`src/rtl/mem_arb_pkg.sv`:
```
// Shared types and constants for the memory port arbiter.
// Build option: MEM_ARB_RR_EN selects round-robin arbitration in mem_port_arbiter.
package mem_arb_pkg;

    typedef enum logic [1:0] {
        IDLE = 2'd0,
        BUSY = 2'd1,
        RESP = 2'd2
    } state_t;

    typedef enum logic {
        DATA  = 1'b0,
        FETCH = 1'b1
    } src_t;

    localparam int MEM_LAT_DEF = 2;
    localparam int CNT_W       = 4;

endpackage

```
`src/rtl/mem_arb_lat_counter.sv`:
```
// Latency counter: loads a start value, counts down to zero and holds there.
// Build option: none (MEM_ARB_RR_EN only affects mem_port_arbiter).
module mem_arb_lat_counter
    import mem_arb_pkg::*;
(
    input  logic             clk,
    input  logic             reset,
    input  logic             load,
    input  logic             dec,
    input  logic [CNT_W-1:0] load_val,
    output logic [CNT_W-1:0] count,
    output logic             zero
);

    always_ff @(posedge clk) begin
        if (reset) begin
            count <= '0;
        end else if (load) begin
            count <= load_val;
        end else if (dec && (count != '0)) begin
            count <= count - 1'b1;
        end
    end

    assign zero = (count == '0);

endmodule

```
`src/rtl/mem_port_arbiter.sv`:
```
// Shares one single-port RAM between instruction fetch and the memory stage.
// Build option: define MEM_ARB_RR_EN for round-robin; otherwise data beats fetch.
module mem_port_arbiter
    import mem_arb_pkg::*;
#(
    parameter int DATA_W  = 16,
    parameter int MEM_LAT = MEM_LAT_DEF
) (
    input  logic              clk,
    input  logic              reset,
    input  logic              if_req,
    input  logic [DATA_W-1:0] if_addr,
    output logic              if_done,
    output logic [DATA_W-1:0] if_rdata,
    output logic              if_stall,
    input  logic              mem_rd,
    input  logic              mem_wr,
    input  logic [DATA_W-1:0] mem_addr,
    input  logic [DATA_W-1:0] mem_wdata,
    output logic              mem_done,
    output logic [DATA_W-1:0] mem_rdata,
    output logic              mem_stall,
    output logic              ram_en,
    output logic              ram_we,
    output logic [DATA_W-1:0] ram_addr,
    output logic [DATA_W-1:0] ram_wdata,
    input  logic [DATA_W-1:0] ram_rdata,
    output state_t            state
);

    logic             data_req;
    logic             accept;
    logic             pick_data;
    src_t             src;
    logic             we_l;
    logic [CNT_W-1:0] count;
    logic             cnt_zero;

    assign data_req  = mem_rd | mem_wr;
    assign accept    = (state == IDLE) & (data_req | if_req);
    assign if_stall  = if_req & ~if_done;
    assign mem_stall = data_req & ~mem_done;

`ifdef MEM_ARB_RR_EN
    src_t last_grant;

    // Under contention the source that was not served last goes first.
    assign pick_data = data_req & (~if_req | (last_grant == FETCH));

    always_ff @(posedge clk) begin
        if (reset) begin
            last_grant <= FETCH;
        end else if (accept) begin
            last_grant <= pick_data ? DATA : FETCH;
        end
    end
`else
    // The memory stage holds the older instruction, so it always wins.
    assign pick_data = data_req;
`endif

    mem_arb_lat_counter u_lat_counter (
        .clk      (clk),
        .reset    (reset),
        .load     (accept),
        .dec      (state == BUSY),
        .load_val (CNT_W'(MEM_LAT)),
        .count    (count),
        .zero     (cnt_zero)
    );

    always_ff @(posedge clk) begin
        if (reset) begin
            state     <= IDLE;
            src       <= FETCH;
            we_l      <= 1'b0;
            ram_en    <= 1'b0;
            ram_we    <= 1'b0;
            ram_addr  <= '0;
            ram_wdata <= '0;
            if_done   <= 1'b0;
            mem_done  <= 1'b0;
            if_rdata  <= '0;
            mem_rdata <= '0;
        end else begin
            ram_en   <= 1'b0;
            ram_we   <= 1'b0;
            if_done  <= 1'b0;
            mem_done <= 1'b0;
            case (state)
                IDLE: begin
                    if (accept) begin
                        state  <= BUSY;
                        ram_en <= 1'b1;
                        if (pick_data) begin
                            src       <= DATA;
                            we_l      <= mem_wr;
                            ram_we    <= mem_wr;
                            ram_addr  <= mem_addr;
                            ram_wdata <= mem_wdata;
                        end else begin
                            src      <= FETCH;
                            we_l     <= 1'b0;
                            ram_addr <= if_addr;
                        end
                    end
                end
                BUSY: begin
                    // Count reaches zero exactly when ram_rdata is valid.
                    if (cnt_zero) begin
                        state <= RESP;
                        if (src == DATA) begin
                            mem_done <= 1'b1;
                            if (!we_l) begin
                                mem_rdata <= ram_rdata;
                            end
                        end else begin
                            if_done  <= 1'b1;
                            if_rdata <= ram_rdata;
                        end
                    end
                end
                RESP: begin
                    state <= IDLE;
                end
                default: begin
                    state <= IDLE;
                end
            endcase
        end
    end

endmodule

```
`config.mk`:
```
export PLATFORM = sky130hd
export DESIGN_NAME = mem_port_arbiter
export DESIGN_NICKNAME = d
export VERILOG_FILES = /design/src/rtl/mem_arb_pkg.sv /design/src/rtl/mem_arb_lat_counter.sv /design/src/rtl/mem_port_arbiter.sv
export SDC_FILE = /design/constraint.sdc
export NUM_CORES = 1
export LEC_CHECK = 0
export ABC_AREA = 1
export CAP_MARGIN = 20
export CORE_MARGIN = 2
export CORE_UTILIZATION = 42
export DETAILED_ROUTE_END_ITERATION = 10
export PLACE_DENSITY = 0.8
export SYNTH_ARGS = -nofsm -noshare
export SYNTH_HDL_FRONTEND = slang
export SYNTH_SLANG_ARGS = --single-unit
```
`constraint.sdc`:
```
create_clock -name clk -period 1.5 [get_ports clk]
set_clock_uncertainty 0.05 [all_clocks]
set_input_delay 0.375 -clock clk [delete_from_list [all_inputs] [get_ports clk]]
set_output_delay 0.375 -clock clk [all_outputs]
set_load 0.005 [all_outputs]
```
==> impl_metrics.env, run 1 <==
export IMPL_gp_congestion=0.847
export IMPL_fp_coreArea_um2=7650
export IMPL_syn_num_nets=524
export IMPL_p_int_mw=3.68
export IMPL_drc=0
export IMPL_antenna_found_initial=0
export IMPL_area_growth_pct=56.4
export IMPL_cp_start_kind="flop"
export IMPL_sw_frac_of_total_pct=31.2
export IMPL_die_h_um=92.2
export IMPL_drt_first_pass_iters=5
export IMPL_dp_worst_setup_slack_ps=-587
export IMPL_diodes=0
export IMPL_slew_headroom_pct=80.7
export IMPL_p_leak_nw=2.56
export IMPL_seq_area_um2=1570
export IMPL_cts_buffers=9
export IMPL_drt_initial_drc_count=111
export IMPL_worstPathArrival_ps=1660
export IMPL_clk_pin_slew_ps=80
export IMPL_yosysSeqAreaShare_pct=46.5
export IMPL_cts_sinks=76
export IMPL_synth_warnings=0
export IMPL_synth_seq_cells=76
export IMPL_drv_cap=0
export IMPL_cts_buffer_depth=2
export IMPL_grt_overflow_total=0
export IMPL_seq_power_share_pct=44.2
export IMPL_layout_drive_gt1_share_pct=17.4
export IMPL_wl_per_cell_um=12.3
export IMPL_finalCriticalPeriod_ps=1470
export IMPL_synth_area_um2=3270
export IMPL_ctsHoldBuffers=0
export IMPL_setup_viol=0
export IMPL_portBuffers=140
export IMPL_rsz0062_at_grt="yes"
export IMPL_period_share_pct=98.0
export IMPL_syn_inst=454
export IMPL_track_usage_pct=21.1
export IMPL_num_vias=3461
export IMPL_ant_nets=0
export IMPL_status="finished, final reports clean"
export IMPL_cts_htree_levels=3
export IMPL_hold_class="flop to flop"
export IMPL_cts_root_buffer="clkbuf_8"
export IMPL_grt_pass1_vias=3296
export IMPL_nFillCells=689
export IMPL_dp_hpwl_um=6490
export IMPL_timing_final_ws_setup_ps=30.3
export IMPL_core_rowCount=32
export IMPL_finalHoldViolCount=0
export IMPL_finalWirelength_um=8830
export IMPL_required_ps=1690
export IMPL_tritoncts="built"
export IMPL_start_util_pct=42.8
export IMPL_final_nets=679
export IMPL_synth_distinct_cells=22
export IMPL_max_freq_ghz=0.680
export IMPL_worst_slew_pin_slew_ps=289
export IMPL_ios=141
export IMPL_clkLatencyLatePin_ps=350
export IMPL_p_per_area_nw_per_um2=1050
export IMPL_postLayoutCoreUtil_pct=66.9
export IMPL_dieArea_um2=8510
export IMPL_cp_max_fo=8
export IMPL_multiInputGateArea_um2=1490
export IMPL_grt_pass1_wl_um=14600
export IMPL_maxSlewViolCount=0
export IMPL_synth_area_per_cell_um2=7.20
export IMPL_critPathCaptureType="flop"
export IMPL_fp_dieW_um=92.2
export IMPL_clkPwrFrac_pct=27.1
export IMPL_vias_per_cell=4.83
export IMPL_setup_worst_path_class="flop to flop"
export IMPL_grt_max_degree=34
export IMPL_pwr_share_comb_pct=28.7
export IMPL_p_switching_mw=1.67
export IMPL_ir_drop_v=0.000584
-- Yosys cell counts --
cell      instances  area [um2]
nand3_1          20         100
buf_6             4        45.0
a21oi_1          19        95.1
nor2_2            3        18.8
nor2_8            2        40.0
inv_4             1        6.26
nand4_1          34         213
ha_1              1        12.5
buf_1             1        3.75
inv_2             5        18.8
buf_2            10        50.1
dfxtp_1          76        1520
nand2_1         160         601
nand3_2           1        10.0
nor2_1           74         278
inv_1            25        93.8
buf_4             8        60.1
nand2_8           1        20.0
o211ai_1          1        7.51
nor2_4            3        33.8
nand2_4           3        33.8
clkbuf_1          2        7.51
-- power groups by stage --
| stage | clock network (mW) | registers (mW) | logic [mW] |
|---|---|---|---|
| final | 1.45 | 2.36 | 1.54 |
| after global routing | 1.59 | 2.39 | 1.70 |
| after CTS | 1.48 | 2.36 | 1.42 |
| after detailed placement | 0 | 2.40 | 1.55 |
| after global placement | 0 | 2.39 | 1.52 |
| after floorplan | 0 | 2.40 | 0.745 |
-- kinds of logic after synthesis --
logic type               after synthesis  share of synthesized area (%)
flip-flops                            76                           46.5
AO/OA/AOI/OAI                         20                           3.14
adder cells (fa/ha/maj)                1                          0.383
AND/OR/NAND/NOR                      301                           41.2
buffers and inverters                 56                           8.73
-- through the flow --
step | setup TNS, ps | power, mW | hold WS [ps] | cell area (um2) | instances
after floorplan | 0 | 3.14 | 391 | 3270 | 454
after global placement | -18340 | 3.91 | 378 | 4870 | 695
after detailed placement | -20170 | 3.95 | 387 | 4870 | 695
after CTS | 0 | 5.27 | 400 | 5010 | 711
after global routing | -633 | 5.69 | 412 | 5110 | 716
final | 0 | 5.35 | 397 | 5110 | 716
-- path summary, 6_finish.rpt --
check	slack [ps]	start	to	cells after the start
hold / removal	400	ram_addr[12]	ram_addr[12]	2
hold reg to reg	400	ram_addr[12]	ram_addr[12]	2
setup / recovery	30	u_lat_counter.count[1]	if_rdata[13]	8
setup reg to reg	30	u_lat_counter.count[1]	if_rdata[13]	8
-- metal layers --
metal,GRT usage [%],up-vias,share of wire [%]
met1,26.1,1562,41
li1,-,1748,-
met2,35.5,137,50
met3,5.18,14,6.9
met4,7.46,0,1.6
met5,0,-,0
-- layout by cell type (no fill, tap or decap) --
cell type,n
o211ai_1,1
dfxtp_2,36
nand4_1,34
nand3_2,1
a21oi_1,19
clkdlybuf4s15_2,1
buf_4,21
inv_6,2
clkbuf_8,10
buf_6,1
buf_2,1
ha_4,1
nor2_4,4
inv_2,8
clkdlybuf4s15_1,2
nand2_1,159
nor2_1,74
buf_12,5
dfxtp_1,40
clkinvlp_4,4
nand2_4,4
nand3_1,20
nand2_8,1
clkdlybuf4s50_1,65
dlygate4sd2_1,71
inv_4,1
inv_1,22
clkbuf_16,2
nor2_2,2
nor2_8,2
-- worst max-delay path: stages, from the launching register on --
cell,delay (ps)
dfxtp_2,330
inv_2,90
ha_4,170
nand2_4,60
nor2_4,250
clkbuf_16,200
nand4_1,90
nand2_1,90
nor2_1,40
-- cell type report --
type / instances / area share (%)
inverter: 31 / 2.32
tap: 102 / 2.50
timing repair buffer: 169 / 31.8
multi-input combinational: 322 / 29.1
clock inverter: 6 / 0.930
sequential: 76 / 30.6
clock buffer: 10 / 2.69
-- registers in the layout (all words and copies together), names as in the netlist --
name and flops:
state 2, ram_addr 16, ram_we 1, ram_en 1
src 1, mem_done 1, mem_rdata 16, if_rdata 16
we_l 1, ram_wdata 16, u_lat_counter.count 4, if_done 1
-- timing repair --
item / 4_1_cts / 5_1_grt
setup buffers: 0 / 2
gates cloned: 0 / 3
gates resized for setup: 116 / 10
setup endpoints to repair: 109 / 33
pin swaps: 1 / 4
(Power assumes the default switching activity.)
==> inputs of run 2 (changes only) <==
--- a/config.mk
+++ b/config.mk
@@ -10,6 +10,7 @@
 export CORE_MARGIN = 2
 export CORE_UTILIZATION = 42
 export DETAILED_ROUTE_END_ITERATION = 10
+export HOLD_SLACK_MARGIN = 0.05
 export PLACE_DENSITY = 0.8
 export SYNTH_ARGS = -nofsm -noshare
 export SYNTH_HDL_FRONTEND = slang
==> results of run 2 <==
No change in the layout: final DEF, timing and power equal those of run 1.
==> inputs of run 3 (changes only) <==
--- a/config.mk
+++ b/config.mk
@@ -8,10 +8,11 @@
 export ABC_AREA = 1
 export CAP_MARGIN = 20
 export CORE_MARGIN = 2
-export CORE_UTILIZATION = 42
+export CORE_UTILIZATION = 38
 export DETAILED_ROUTE_END_ITERATION = 10
+export GPL_ROUTABILITY_DRIVEN = 1
 export HOLD_SLACK_MARGIN = 0.05
-export PLACE_DENSITY = 0.8
+export PLACE_DENSITY = 0.76
 export SYNTH_ARGS = -nofsm -noshare
 export SYNTH_HDL_FRONTEND = slang
 export SYNTH_SLANG_ARGS = --single-unit
==> constraint.sdc (replaced) <==
create_clock -name clk -period 1.24 [get_ports clk]
set_clock_uncertainty 0.05 [all_clocks]
set_input_delay 0.31 -clock clk [delete_from_list [all_inputs] [get_ports clk]]
set_output_delay 0.31 -clock clk [all_outputs]
set_load 0.005 [all_outputs]
==> run 3 against run 2 <==
  * Register-to-register slack got worse by 190 ps
  * Largest power group unchanged
  * Cell count increased by 3.9%
  * Utilization increased by 2.1 points
  * First-iteration DRC count increased by 19%
  * Global-route usage decreased by 0.56 points
  * Non-clock buffer count increased by 25
  * Largest cell class is now multi-input gates
  * Setup slack got worse by 190 ps
  * Hold slack got worse by 180 ps
  * Combinational power increased by 61%
  * The run now ends with negative setup slack left
  * Fmax increased by 4.9%
==> impl_metrics.env, run 3 (synthesis results as in run 1) <==
export IMPL_status="complete, but fails checks"
export IMPL_violations="negative setup slack"
export IMPL_cts_htree_levels=3
export IMPL_area_growth_pct=74.2
export IMPL_clk_pin_slew_ps=80
export IMPL_num_vias=3689
export IMPL_grt_overflow_total=0
export IMPL_finalHoldViolCount=0
export IMPL_rsz0062_at_grt="yes"
export IMPL_ios=141
export IMPL_core_rowCount=33
export IMPL_setup_viol=47
export IMPL_multiInputGateArea_um2=1900
export IMPL_diodes=0
export IMPL_crit_chain="inv_2 > ha_4 > buf_6 > nand3_4 > nor2_4 > clkbuf_16 > nor2_2 > nor2_1"
export IMPL_worstPathArrival_ps=1630
export IMPL_cts_buffers=9
export IMPL_portBuffers=140
export IMPL_rrSetupSlack_ps=-160
export IMPL_gr_max_usage_layer="met2"
export IMPL_grt_pass1_vias=3305
export IMPL_start_util_pct=39.6
export IMPL_clkLatencyLatePin_ps=350
export IMPL_period_share_pct=113
export IMPL_ant_nets=0
export IMPL_gp_congestion=0.795
export IMPL_layout_drive_gt1_share_pct=50.1
export IMPL_max_stage_delay_ps=330
export IMPL_critPathCaptureType="flop"
export IMPL_grt_use_met2_pct=34.5
export IMPL_finalSetupTns_ps=-4830
export IMPL_ir_drop_v=0.000896
export IMPL_slew_headroom_pct=82.6
export IMPL_track_usage_pct=20.5
export IMPL_cts_sinks=76
export IMPL_tritoncts="built"
export IMPL_finalWirelength_um=10600
export IMPL_hold_class="input port to flop"
export IMPL_max_freq_ghz=0.714
export IMPL_p_per_area_nw_per_um2=1310
export IMPL_final_nets=704
export IMPL_fp_coreArea_um2=8260
export IMPL_wl_per_cell_um=14.3
export IMPL_setup_worst_path_class="flop to flop"
export IMPL_fp_dieW_um=96.8
export IMPL_dp_worst_setup_slack_ps=-709
export IMPL_dp_hpwl_um=6560
export IMPL_maxSlewViolCount=0
export IMPL_final_cell_mix="nand2_1, dfxtp_2, buf_2, clkdlybuf4s50_1, nor2_1"
export IMPL_seq_area_um2=1610
export IMPL_cp_start_kind="flop"
export IMPL_crit_path_top_delay_cell="dfxtp_2"
export IMPL_final_common_cell="nand2_1"
export IMPL_timing_final_ws_setup_ps=-161
export IMPL_cts_buffer_depth=2
export IMPL_cts_root_buffer="clkbuf_8"
export IMPL_cp_max_fo=8
export IMPL_use_met1_pct=24.7
export IMPL_p_leak_nw=2.73
export IMPL_drv_cap=0
export IMPL_grt_max_degree=37
export IMPL_antenna_found_initial=0
export IMPL_grt_util_met3_pct=6.07
export IMPL_required_ps=1470
export IMPL_drt_first_pass_iters=5
export IMPL_grt_pass1_wl_um=15800
export IMPL_die_h_um=96.8
export IMPL_nFillCells=664
export IMPL_dieArea_um2=9360
export IMPL_finalCriticalPeriod_ps=1400
export IMPL_worst_slew_pin_slew_ps=260
export IMPL_drc=0
export IMPL_drt_initial_drc_count=132
export IMPL_ctsHoldBuffers=0
export IMPL_vias_per_cell=4.96
## run 3: layout make-up
class | instances | share of cell area (%)
inverters | 31 | 2.31
clock buffers | 10 | 2.24
multi-input cells | 322 | 33.3
repair buffers | 194 | 30.0
well taps | 105 | 2.31
flip-flops and latches | 76 | 28.3
clock inverters | 6 | 1.56
## run 3: path summary, 6_finish.rpt
check                end  depth (start not counted)                   start
min reg2reg  ram_addr[3]                          2             ram_addr[3]
max reg2reg  if_rdata[5]                          8  u_lat_counter.count[0]
min               ram_we                          3                  mem_wr
max          if_rdata[5]                          8  u_lat_counter.count[0]
## run 3: where the power goes
part	internal, mW	switching [mW]	total, mW
Combinational	1.25	1.22	2.48
Sequential	2.74	0.164	2.91
Clock	1.13	0.935	2.07
## run 3: timing repair
| item | CTS | global route |
|---|---|---|
| pin swaps | 19 | 60 |
| buffers inserted | 12 | 9 |
| setup endpoints to repair | 147 | 82 |
| cloned | 4 | 5 |
| gates resized for setup | 376 | 125 |
## run 3: through the flow
stage | util (%) | instances | hold slack, ps | area (um2) | total power, mW
floorplan | - | 454 | 376 | 3310 | 3.85
global placement | 59.9 | 701 | 378 | 4950 | 4.79
detailed placement | 59.9 | 701 | 382 | 4950 | 4.84
CTS | 62.8 | 733 | 337 | 5190 | 7.03
global route | 69.0 | 744 | 206 | 5700 | 7.81
finish | 69.0 | 744 | 216 | 5700 | 7.45
## run 3: routing by layer
layer  up-vias  part of all wire [%]
met5         -                     0
met4         0                   2.4
met3        18                   7.4
met2       171                    50
met1      1701                    40
li1       1799                     -
## run 3: worst max-delay path: cells and delay by family (launching register included)
family	cells	cell delay, ps
and+or+nand+nor	4	400
buffers and inverters	3	380
DFF	1	330
adders and majority gates	1	160
==> RTL change: new RTL, config.mk and constraints of run 2 <==
Add a define of `MEM_ARB_RR_EN`.
--- a/src/rtl/mem_port_arbiter.sv
+++ b/src/rtl/mem_port_arbiter.sv
@@ -1,5 +1,7 @@
 // Shares one single-port RAM between instruction fetch and the memory stage.
 // Build option: define MEM_ARB_RR_EN for round-robin; otherwise data beats fetch.
+`define MEM_ARB_RR_EN
+
 module mem_port_arbiter
     import mem_arb_pkg::*;
 #(
Check against the original RTL: not equivalent (Yosys sat finds a counterexample within 10 cycles, from zero or initial values and one cycle with reset high).
==> RTL change against run 2 <==
  * Count of clock-buffer cells in the layout decreased by 1
  * Hold slack improved by 0.0029 ns
  * Sequential power up 2%
  * Synthesized cell count up 0.88%
  * Global-route usage is 1.6 points lower
  * Final area increased by 2.7%
  * Worst setup slack got worse by 0.0031 ns
  * Synthesized area up 3.1%
  * Final cell count increased by 0.70%
  * Sequential cell count is the same
  * Routed wire length up 0.99%
  * Total power up 9.6%
==> RTL change: results (changes against run 2) <==
| Metric | Value |
|---|---|
| DP Worst Slack | `-0.444 ns (was -0.587 ns)` |
| WL/cell | `12.4 µm (was 12.3 µm)` |
| Worst Path Max Fanout | `16 (was 8)` |
| Vias | `3433 (was 3461)` |
| Vias in the first global route | `3052 (was 3296)` |
| Largest net degree at the start of global routing | `38 (was 34)` |
| Synth top cells by count | `142 x nand2_1, 97 x nor2_1, 76 x dfxtp_1 (was 160 x nand2_1, 76 x dfxtp_1, 74 x nor2_1)` |
| Placed cell areas | `4960 µm² (was 4870 µm²)` |
| DP Wirelength | `6.43 mm (was 6.49 mm)` |
| Drt pass-1 iters | `4 (was 5)` |
| Tot GR Track Use | `19.4% (was 21.1%)` |
| Max rail drop VDD | `0.000721 V (was 0.000584 V)` |
| Initial DRC count | `109 (was 111)` |
| Vias per inst | `4.76 (was 4.83)` |
| Sequential-to-total area share from yosys stat | `45.1% (was 46.5%)` |
| Final worst path period share | `98.2% (was 98.0%)` |
| Mapped Avg Cell Area | `7.36 µm² (was 7.20 µm²)` |
| P_leak | `2.65 nW (was 2.56 nW)` |
| Netlist cell types | `27 (was 22)` |
| Cell Count Post-Placement | `697 (was 695)` |
| Outcome | `complete, no violations (unchanged)` |
| Syn nets | `528 (was 524)` |
| Nets | `684 (was 679)` |
| Layout cells sized above 1 | `17.0% (was 17.4%)` |
| RePlAce Congestion | `0.833 (was 0.847)` |
-- RTL change: changes by cell type after synthesis, sizes merged, moves of 2 or more --
| cell | change |
|---|---|
| inv | +3 |
| buf | -2 |
| a21oi | -15 |
| o21ai | +16 |
| nand2 | -16 |
| nor2 | +33 |
| nand3 | -14 |
-- RTL change: logic make-up (layout without fill, tap and decap cells) --
group	count (synthesis)	count (layout)	synth area share, %
flip-flops	76	76	45.1
AND/OR/NAND/NOR	304	304	41.7
AO/OA/AOI/OAI	20	20	3.08
buffers and inverters	57	218	9.68
adder cells (fa/ha/maj)	1	1	0.371
-- RTL change: stage by stage --
| stage | hold slack (ns) | TNS, ns |
|---|---|---|
| floorplan | 0.394 | 0 |
| global placement | 0.386 | -10.78 |
| CTS | 0.402 | 0 |
| finish | 0.400 | 0 |
| detailed placement | 0.388 | -11.65 |
| global route | 0.418 | -0.0276 |
-- RTL change: metal layers --
| metal | vias up | track usage (%) | wire (µm) |
|---|---|---|---|
| met1 | 1537 | 22.2 | 3690 |
| li1 | 1744 | - | - |
| met5 | - | 0 | 0 |
| met2 | 141 | 34.8 | 4320 |
| met4 | 0 | 5.07 | 95 |
| met3 | 11 | 6.37 | 808 |
-- RTL change: worst max-delay path, cell delays in order (launching register included) --
cell	delay (ns)
dfxtp_1	0.30
inv_1	0.15
ha_4	0.18
nand2_1	0.10
nor2_4	0.18
clkbuf_16	0.19
nand4_1	0.09
nand2_1	0.09
nor2_1	0.04
-- RTL change: final cells by class --
cell class,instances,area [µm²]
timing repair buffer,168,1660
sequential,76,1550
clock inverter,7,91.3
tap,102,128
multi-input combinational,325,1550
inverter,34,148
fill,682,2520
clock buffer,9,124
-- RTL change: worst paths after layout --
kind / start / end / cells after the start
max reg2reg: u_lat_counter.count[1] / mem_rdata[10] / 8
min reg2reg: ram_addr[0] / ram_addr[0] / 2
min: ram_addr[0] / ram_addr[0] / 2
max: u_lat_counter.count[1] / mem_rdata[10] / 8
-- RTL change: timing repair --
item                                    in CTS  in global routing
setup buffers                                4                  2
resized for setup                           99                  8
endpoints found under the setup margin      72                 40
cloned                                       0                  2
pin swaps                                    1                  4
-- RTL change: power groups by stage --
stage               combinational (mW)  clock [mW]  sequential [mW]
global route                      1.95        1.82             2.44
detailed placement                1.81           0             2.45
CTS                               1.68        1.72             2.40
finish                            1.77        1.69             2.40
floorplan                        0.929           0             2.45
global placement                  1.78           0             2.44
